--- config.mk ---
export PLATFORM = sky130hd
export DESIGN_NAME = imm_encoder
export DESIGN_NICKNAME = d
export VERILOG_FILES = /design/src/rtl/imm_pkg.sv /design/src/rtl/imm_range_chk.sv /design/src/rtl/imm_encoder.sv
export SDC_FILE = /design/constraint.sdc
export NUM_CORES = 1
export LEC_CHECK = 0
export ABC_AREA = 1
export ABC_CLOCK_PERIOD_IN_PS = 3230
export CAP_MARGIN = 0
export CORE_ASPECT_RATIO = 0.6
export CORE_MARGIN = 5
export CORE_UTILIZATION = 30
export CTS_CLUSTER_DIAMETER = 60
export DETAILED_ROUTE_END_ITERATION = 10
export PLACE_DENSITY = 0.63
export REMOVE_ABC_BUFFERS = 1
export SETUP_SLACK_MARGIN = 0.05
export SYNTH_ARGS = -nofsm -noshare
export SYNTH_HDL_FRONTEND = slang
export SYNTH_SLANG_ARGS = --single-unit
export TNS_END_PERCENT = 100
--- constraint.sdc ---
create_clock -name clk -period 3.23 [get_ports clk]
set_input_delay 0.646 -clock clk [delete_from_list [all_inputs] [get_ports clk]]
set_output_delay 0.646 -clock clk [all_outputs]
set_load 0.01 [all_outputs]
--- src/rtl/imm_pkg.sv ---
// Shared immediate-format definitions: format enum, per-format field masks and
// the field packing helper used by the encoder datapath.
package imm_pkg;

   localparam int unsigned XLEN   = 64;
   localparam int unsigned INSN_W = 32;
   localparam int unsigned FMT_W  = 3;

   typedef enum logic [FMT_W-1:0] {
      FMT_I     = 3'd0,
      FMT_S     = 3'd1,
      FMT_B     = 3'd2,
      FMT_U     = 3'd3,
      FMT_J     = 3'd4,
      FMT_SHAMT = 3'd5,
      FMT_ZIMM  = 3'd6
   } imm_fmt_t;

   localparam logic [INSN_W-1:0] MASK_I     = 32'hFFF0_0000;
   localparam logic [INSN_W-1:0] MASK_S     = 32'hFE00_0F80;
   localparam logic [INSN_W-1:0] MASK_B     = 32'hFE00_0F80;
   localparam logic [INSN_W-1:0] MASK_U     = 32'hFFFF_F000;
   localparam logic [INSN_W-1:0] MASK_J     = 32'hFFFF_F000;
   localparam logic [INSN_W-1:0] MASK_SHAMT = 32'h03F0_0000;
   localparam logic [INSN_W-1:0] MASK_ZIMM  = 32'h000F_8000;

   function automatic logic fmt_legal(input logic [FMT_W-1:0] fmt);
      return fmt <= FMT_W'(FMT_ZIMM);
   endfunction

   // Instruction bits owned by the immediate; illegal formats own nothing.
   function automatic logic [INSN_W-1:0] fmt_mask(input logic [FMT_W-1:0] fmt);
      logic [INSN_W-1:0] m;
      m = '0;
      case (imm_fmt_t'(fmt))
         FMT_I:     m = MASK_I;
         FMT_S:     m = MASK_S;
         FMT_B:     m = MASK_B;
         FMT_U:     m = MASK_U;
         FMT_J:     m = MASK_J;
         FMT_SHAMT: m = MASK_SHAMT;
         FMT_ZIMM:  m = MASK_ZIMM;
         default:   m = '0;
      endcase
      return m;
   endfunction

   // Scatter the low immediate bits into their instruction positions.
   function automatic logic [INSN_W-1:0] imm_pack(input logic [FMT_W-1:0] fmt,
                                                   input logic [INSN_W-1:0] imm);
      logic [INSN_W-1:0] b;
      b = '0;
      case (imm_fmt_t'(fmt))
         FMT_I: b[31:20] = imm[11:0];
         FMT_S: begin
            b[31:25] = imm[11:5];
            b[11:7]  = imm[4:0];
         end
         FMT_B: begin
            b[31]    = imm[12];
            b[30:25] = imm[10:5];
            b[11:8]  = imm[4:1];
            b[7]     = imm[11];
         end
         FMT_U: b[31:12] = imm[31:12];
         FMT_J: begin
            b[31]    = imm[20];
            b[30:21] = imm[10:1];
            b[20]    = imm[11];
            b[19:12] = imm[19:12];
         end
         FMT_SHAMT: b[25:20] = imm[5:0];
         FMT_ZIMM:  b[19:15] = imm[4:0];
         default:   b = '0;
      endcase
      return b;
   endfunction

endpackage

--- src/rtl/imm_range_chk.sv ---
// Combinational representability check of a 64-bit immediate for a given format.
module imm_range_chk
   import imm_pkg::*;
(
   input  logic [FMT_W-1:0] fmt,
   input  logic [XLEN-1:0]  imm,
   output logic             err
);

   logic sext12, sext13, sext21, sext32;

   // Value equals the sign extension of its low N bits.
   assign sext12 = (imm == {{52{imm[11]}}, imm[11:0]});
   assign sext13 = (imm == {{51{imm[12]}}, imm[12:0]});
   assign sext21 = (imm == {{43{imm[20]}}, imm[20:0]});
   assign sext32 = (imm == {{32{imm[31]}}, imm[31:0]});

   always_comb begin
      err = 1'b0;
      case (imm_fmt_t'(fmt))
         FMT_I, FMT_S: err = !sext12;
         FMT_B:        err = !sext13 || imm[0];
         FMT_J:        err = !sext21 || imm[0];
         FMT_U:        err = !sext32 || (imm[11:0] != 12'd0);
         FMT_SHAMT:    err = (imm[63:6] != 58'd0);
         FMT_ZIMM:     err = (imm[63:5] != 59'd0);
         default:      err = 1'b0;
      endcase
   end

endmodule

--- src/rtl/imm_encoder.sv ---
// Two-stage valid/ready encoder that packs an immediate into a base RV64 instruction.
// Build option IMM_ENC_RANGE_CHECK_EN enables range errors; otherwise only illegal formats flag.
module imm_encoder
   import imm_pkg::*;
#(
   parameter int unsigned TAG_W = 4
)(
   input  logic              clk,
   input  logic              reset,
   input  logic              in_valid,
   output logic              in_ready,
   input  logic [FMT_W-1:0]  in_fmt,
   input  logic [XLEN-1:0]   in_imm,
   input  logic [INSN_W-1:0] in_base,
   input  logic [TAG_W-1:0]  in_tag,
   output logic              out_valid,
   input  logic              out_ready,
   output logic [INSN_W-1:0] out_instr,
   output logic              out_err,
   output logic [TAG_W-1:0]  out_tag
);

   logic              s1_valid, s2_valid;
   logic              s1_adv, s2_adv;
   logic [INSN_W-1:0] s1_base, s1_mask, s1_bits;
   logic              s1_err;
   logic [TAG_W-1:0]  s1_tag;
   logic              range_err;

   // Ready propagates combinationally back through both stages.
   assign s2_adv    = !s2_valid || out_ready;
   assign s1_adv    = !s1_valid || s2_adv;
   assign in_ready  = s1_adv;
   assign out_valid = s2_valid;

`ifdef IMM_ENC_RANGE_CHECK_EN
   imm_range_chk u_range_chk (
      .fmt (in_fmt),
      .imm (in_imm),
      .err (range_err)
   );
`else
   logic unused_imm_hi;
   assign range_err     = 1'b0;
   assign unused_imm_hi = ^in_imm[XLEN-1:INSN_W];
`endif

   always_ff @(posedge clk) begin
      if (reset) begin
         s1_valid  <= 1'b0;
         s1_base   <= '0;
         s1_mask   <= '0;
         s1_bits   <= '0;
         s1_err    <= 1'b0;
         s1_tag    <= '0;
         s2_valid  <= 1'b0;
         out_instr <= '0;
         out_err   <= 1'b0;
         out_tag   <= '0;
      end else begin
         if (s1_adv) begin
            s1_valid <= in_valid;
            if (in_valid) begin
               s1_base <= in_base;
               s1_mask <= fmt_mask(in_fmt);
               s1_bits <= imm_pack(in_fmt, in_imm[INSN_W-1:0]);
               s1_err  <= !fmt_legal(in_fmt) || range_err;
               s1_tag  <= in_tag;
            end
         end
         // Merge stage: keep opcode/funct/register bits, replace immediate fields.
         if (s2_adv) begin
            s2_valid <= s1_valid;
            if (s1_valid) begin
               out_instr <= (s1_base & ~s1_mask) | s1_bits;
               out_err   <= s1_err;
               out_tag   <= s1_tag;
            end
         end
      end
   end

endmodule

# Word-level counts from Yosys, hierarchy flattened

Index checks and enable logic that the tools add are counted.

Register bits after elaboration: 133
Output and inout bits: 39
Bits of input ports: 107
Logic and storage cells: 40

Order comparisons: 1
Reductions and logical operators: 13
Equality and inequality tests: 6
Multiplexer cells: 7
Bitwise operators: 3

Operators by type and width:

| cell                 | count |
|---|---|
| $pmux W32 S5         | 1 |
| $and A32 B32 Y32     | 1 |
| $not A32 Y32         | 1 |
| $or A32 B32 Y32      | 1 |
| $pmux W6 S4          | 1 |
| $pmux W5 S2          | 2 |
| $pmux W5 S3          | 1 |
| $eq A3 B3 Y1 const B | 3 |
| $reduce_or A2 Y1     | 4 |
| $eq A3 B2 Y1 const B | 2 |
| $reduce_or A5 Y1     | 1 |
| $reduce_and A2 Y1    | 2 |
| $eq A3 B1 Y1 const B | 1 |
| $le A3 B3 Y1 const B | 1 |
| $logic_not A1 Y1     | 3 |
| $logic_not A3 Y1     | 1 |
| $mux W3              | 1 |
| $logic_or A1 B1 Y1   | 2 |
| $pmux W1 S2          | 1 |

# Longest topological paths before layout

Depth in word-level cells: 4
Gate-level depth with buffers: 9
Depth with buffers taken out: 8

# Worst setup path before layout

No wires, ideal clock.

Path kind: input to register
Start point: input port out_ready
End point: register s1_base[10]
Required time: 3.111 ns
Path buffers: 3
Setup time: 0.119 ns
Data arrival time: 1.393 ns
Stages: 7
Slack: 1.717 ns
Cell sequence: inv_1 -> nand3_2 -> nand2_2 -> buf_6 -> buf_6 -> buf_4 -> a21oi_1

Word-level cells in the longest chain between the ends: 3

Ends and longest elaborated chain:

| what                        | line              | RTL |
|---|---|---|
| start: declaration          | imm_encoder.sv:17 | `input logic out_ready,` |
| $logic_or A1 B1 Y1          | imm_encoder.sv:31 | `assign s2_adv = !s2_valid \|\| out_ready;` |
| $logic_or A1 B1 Y1          | imm_encoder.sv:32 | `assign s1_adv = !s1_valid \|\| s2_adv;` |
| net in_ready                | imm_encoder.sv:11 | `output logic in_ready,` |
| $reduce_and A2 Y1 (no line) | --                |  |
| end signal: assignment      | imm_encoder.sv:64 | `s1_base <= in_base;` |
| end: declaration            | imm_encoder.sv:25 | `logic [INSN_W-1:0] s1_base, s1_mask, s1_bits;` |

The timed path passes the listed nets, and every way through them passes these cells.
A chain may end at the register's enable or synchronous reset.

# Worst setup path in the final report

Start point: input port out_ready
End point: output port in_ready

Word-level cells in the longest chain between the ends: 2

Ends and longest elaborated chain:

| what               | line |
|---|---|
| $logic_or A1 B1 Y1 | imm_encoder.sv:31 |
| $logic_or A1 B1 Y1 | imm_encoder.sv:32 |
| end: declaration   | imm_encoder.sv:11 |

Every way passes these cells.

==> impl_metrics.toml <==
[global_routing]
grtUsageTotal = 0.1501
grt_pass1_wl_mm = 19.76
antenna_found_initial = 0
overflow = 0
grt_pass1_vias = 3931
grt_max_degree = 67

[synthesis]
avgSynthCellArea_um2 = 7.443
yosysTopAreaCellShare = 0.5067
yosysTopAreaCell = "dfxtp_1"
syn-cell-area_um2 = 4228
ys_types = 25
synthTopCellsByArea = "dfxtp_1 51%, nor2_1 11%, o21ai_0 9.8%, nand2_1 6.6%, a21oi_1 6.5%"
syn-instance-count = 568
yosys_warnings = 0
ys_ff_latch = 107
seq_area_frac_synth = 0.5067

[final_layout]
final_common_cell = "nor2_1"
nNetsFinal = 770
drive_gt1_frac = 0.04948
layout_common_cells = "121 x nor2_1, 113 x clkdlybuf4s50_1, 107 x dfxtp_1, 83 x o21ai_0, 74 x nand2_1"
utilization = 0.4183
nFillCells = 1411
area_growth_pct = 36.05
n_antenna_cell = 0

[worst_setup_path]
critPathTopFamily = "buffers and inverters"
max_stage_delay_ns = 0.55
cp_cell_sequence = "clkdlybuf4s50_1 > inv_1 > nand3_2 > clkdlybuf4s50_1"
crit_path_top_delay_cell = "clkdlybuf4s50_1"
cpMostUsedCell = "clkdlybuf4s50_1"
crit_type = "in -> out"
cp-endpoint = "in_ready"
rr_startpoint = "out_valid"
path_max_fanout = 3
required_ns = 2.58
path_buf_inv = 3
worst-path-stages = 4
arrival_ns = 1.80
rr_worst_depth = 7
reg2reg_slack_ns = 1.27
timing.rr.end = "s1_bits[17]"
cp-end-kind = "output pin"
worst_setup_path_start_kind = "input port"
critPathLaunch = "out_ready"

[sta]
fin_crit_sh = 0.7562
rsz0062_at_grt = "no"
period_needed_ns = 2.442
finalWorstSetupSlack_ns = 0.7875
max_freq_mhz = 409.4
slew_violations = 0
worst_pin_slew_ns = 0.7746
setup_viol = 0
slew_headroom = 0.4829
hold_viol = 0
fin_skew_ns = 0.007393
tns_ns = 0
whs_ns = 0.4503

[floorplanning]
dieArea_um2 = 16640
rows = 33
pin_count = 146
coreArea_um2 = 13750
initial_core_util = 0.3075
die_x_um = 163.3
die_height_um = 102.0

[routing]
ant_nets = 0
wl_met2_mm = 5.216
finalWirelength_mm = 12.22
first_pass_iters = 4
routed_via_density = 4.595
routed-via-count = 3947
post_drt_wl_per_cell_um = 14.22
routed.top_layer = "met4"
initialDrtViolationCount = 174
wl_met1_mm = 6.005
drc = 0
met3_wirelength_um = 901

[clock_tree]
cts_tree = "built"
ctsHoldBuffers = 0
clkLatencyLatePin_ns = 0.34
cts.path.max_buffers = 2
h-tree-depth = 3
clk_pin_slew_worst_paths_ns = 0.07
cts.repair.resized = 0
cts_setup_buffers = 0
cts_buffers = 9
cts_sinks = 107
clock-root-buffer = "clkbuf_16"

[place]
gp_congestion = 0.7723
port_buffers = 113
post-place-ws_ns = 0.5129
post-dp-hpwl_mm = 8.361

[run]
cap_violations = 0

[hold_path]
hp-class = "reg -> reg"

[power]
cellLeakagePower_nw = 2.309
power.total_mw = 2.954
p_per_area_nw_per_um2 = 513.5
max-vdd-ir-drop_mv = 0.3073

[outcome]
outcome = "complete, no violations"
[worst register-to-register path, cell delays in order, from the launching register on]
cell and delay (ns):
dfxtp_1 0.38, nand3_2 0.14, nand2_4 0.27, clkinv_2 0.54
nand2_4 0.30, nor2_1 0.07, nor2_1 0.10, nor2_1 0.04
[layout make-up]
class                           instances  area [um2]  area share
Sequential cell                       107        2142      0.3724
Multi-Input combinational cell        387        1750      0.3043
Timing Repair Buffer                  118        1181      0.2054
Tap cell                              192       240.2     0.04177
Clock buffer                           11       232.7     0.04046
Inverter                               40       152.6     0.02654
Clock inverter                          4       52.55    0.009136
[report_power, final]
| group | leakage [nW] | switching [mW] | internal, mW |
|---|---|---|---|
| Combinational | 1.30 | 0.221 | 0.211 |
| Clock | 0.128 | 0.476 | 0.598 |
| Sequential | 0.882 | 0.0427 | 1.41 |
| Total | 2.31 | 0.740 | 2.21 |
[stage by stage]
stage                     instances  cell area [um2]
after CTS                       859             5752
after global placement          844             5466
after floorplan                 534             4040
after detailed placement        844             5466
final                           859             5752
after global routing            859             5752
[kinds of logic (layout without fill, tap and decap cells)]
group                  count (synthesis)  count (layout)  share of synthesized area
and+or+nand+nor                      239             239                     0.2300
DFF                                  107             107                     0.5067
AOI/OAI and AO/OA                    148             148                     0.1829
buffers and inverters                 74             173                    0.08049
[worst min-delay path by stage]
stage	from	endpoint	slack [ns]	cells after the start
finish	s1_base[16]	s1_base[16]	0.45	2
global route	s1_base[9]	s1_base[9]	0.47	2
CTS	s1_base[16]	s1_base[16]	0.45	2
detailed placement	s1_base[16]	s1_base[16]	0.44	2
global placement	s1_base[13]	s1_base[13]	0.44	2
floorplan	s1_base[10]	s1_base[10]	0.43	2
[registers in the layout, indices dropped and copies added, names as in the netlist, 4 cells and up]
| name | cells |
|---|---|
| s1_mask | 6 |
| s1_tag | 4 |
| s1_base | 32 |
| out_instr | 32 |
| s1_bits | 25 |
| out_tag | 4 |
[synthesized netlist by cell type, drive strengths merged]
cell type,count
o21ai,86
nand4,4
nor3,21
a22oi,4
clkbuf,18
dfxtp,107
nor2,122
nand2,77
inv,37
nand3,15
buf,16
clkinv,3
a21oi,58
[per-layer routing]
layer,vias up,global-route usage
met3,9,0.04595
li1,2031,-
met4,0,0.03415
met1,1808,0.2063
met2,99,0.2341
met5,-,0
Note: power is estimated with default switching activity, not from simulation.
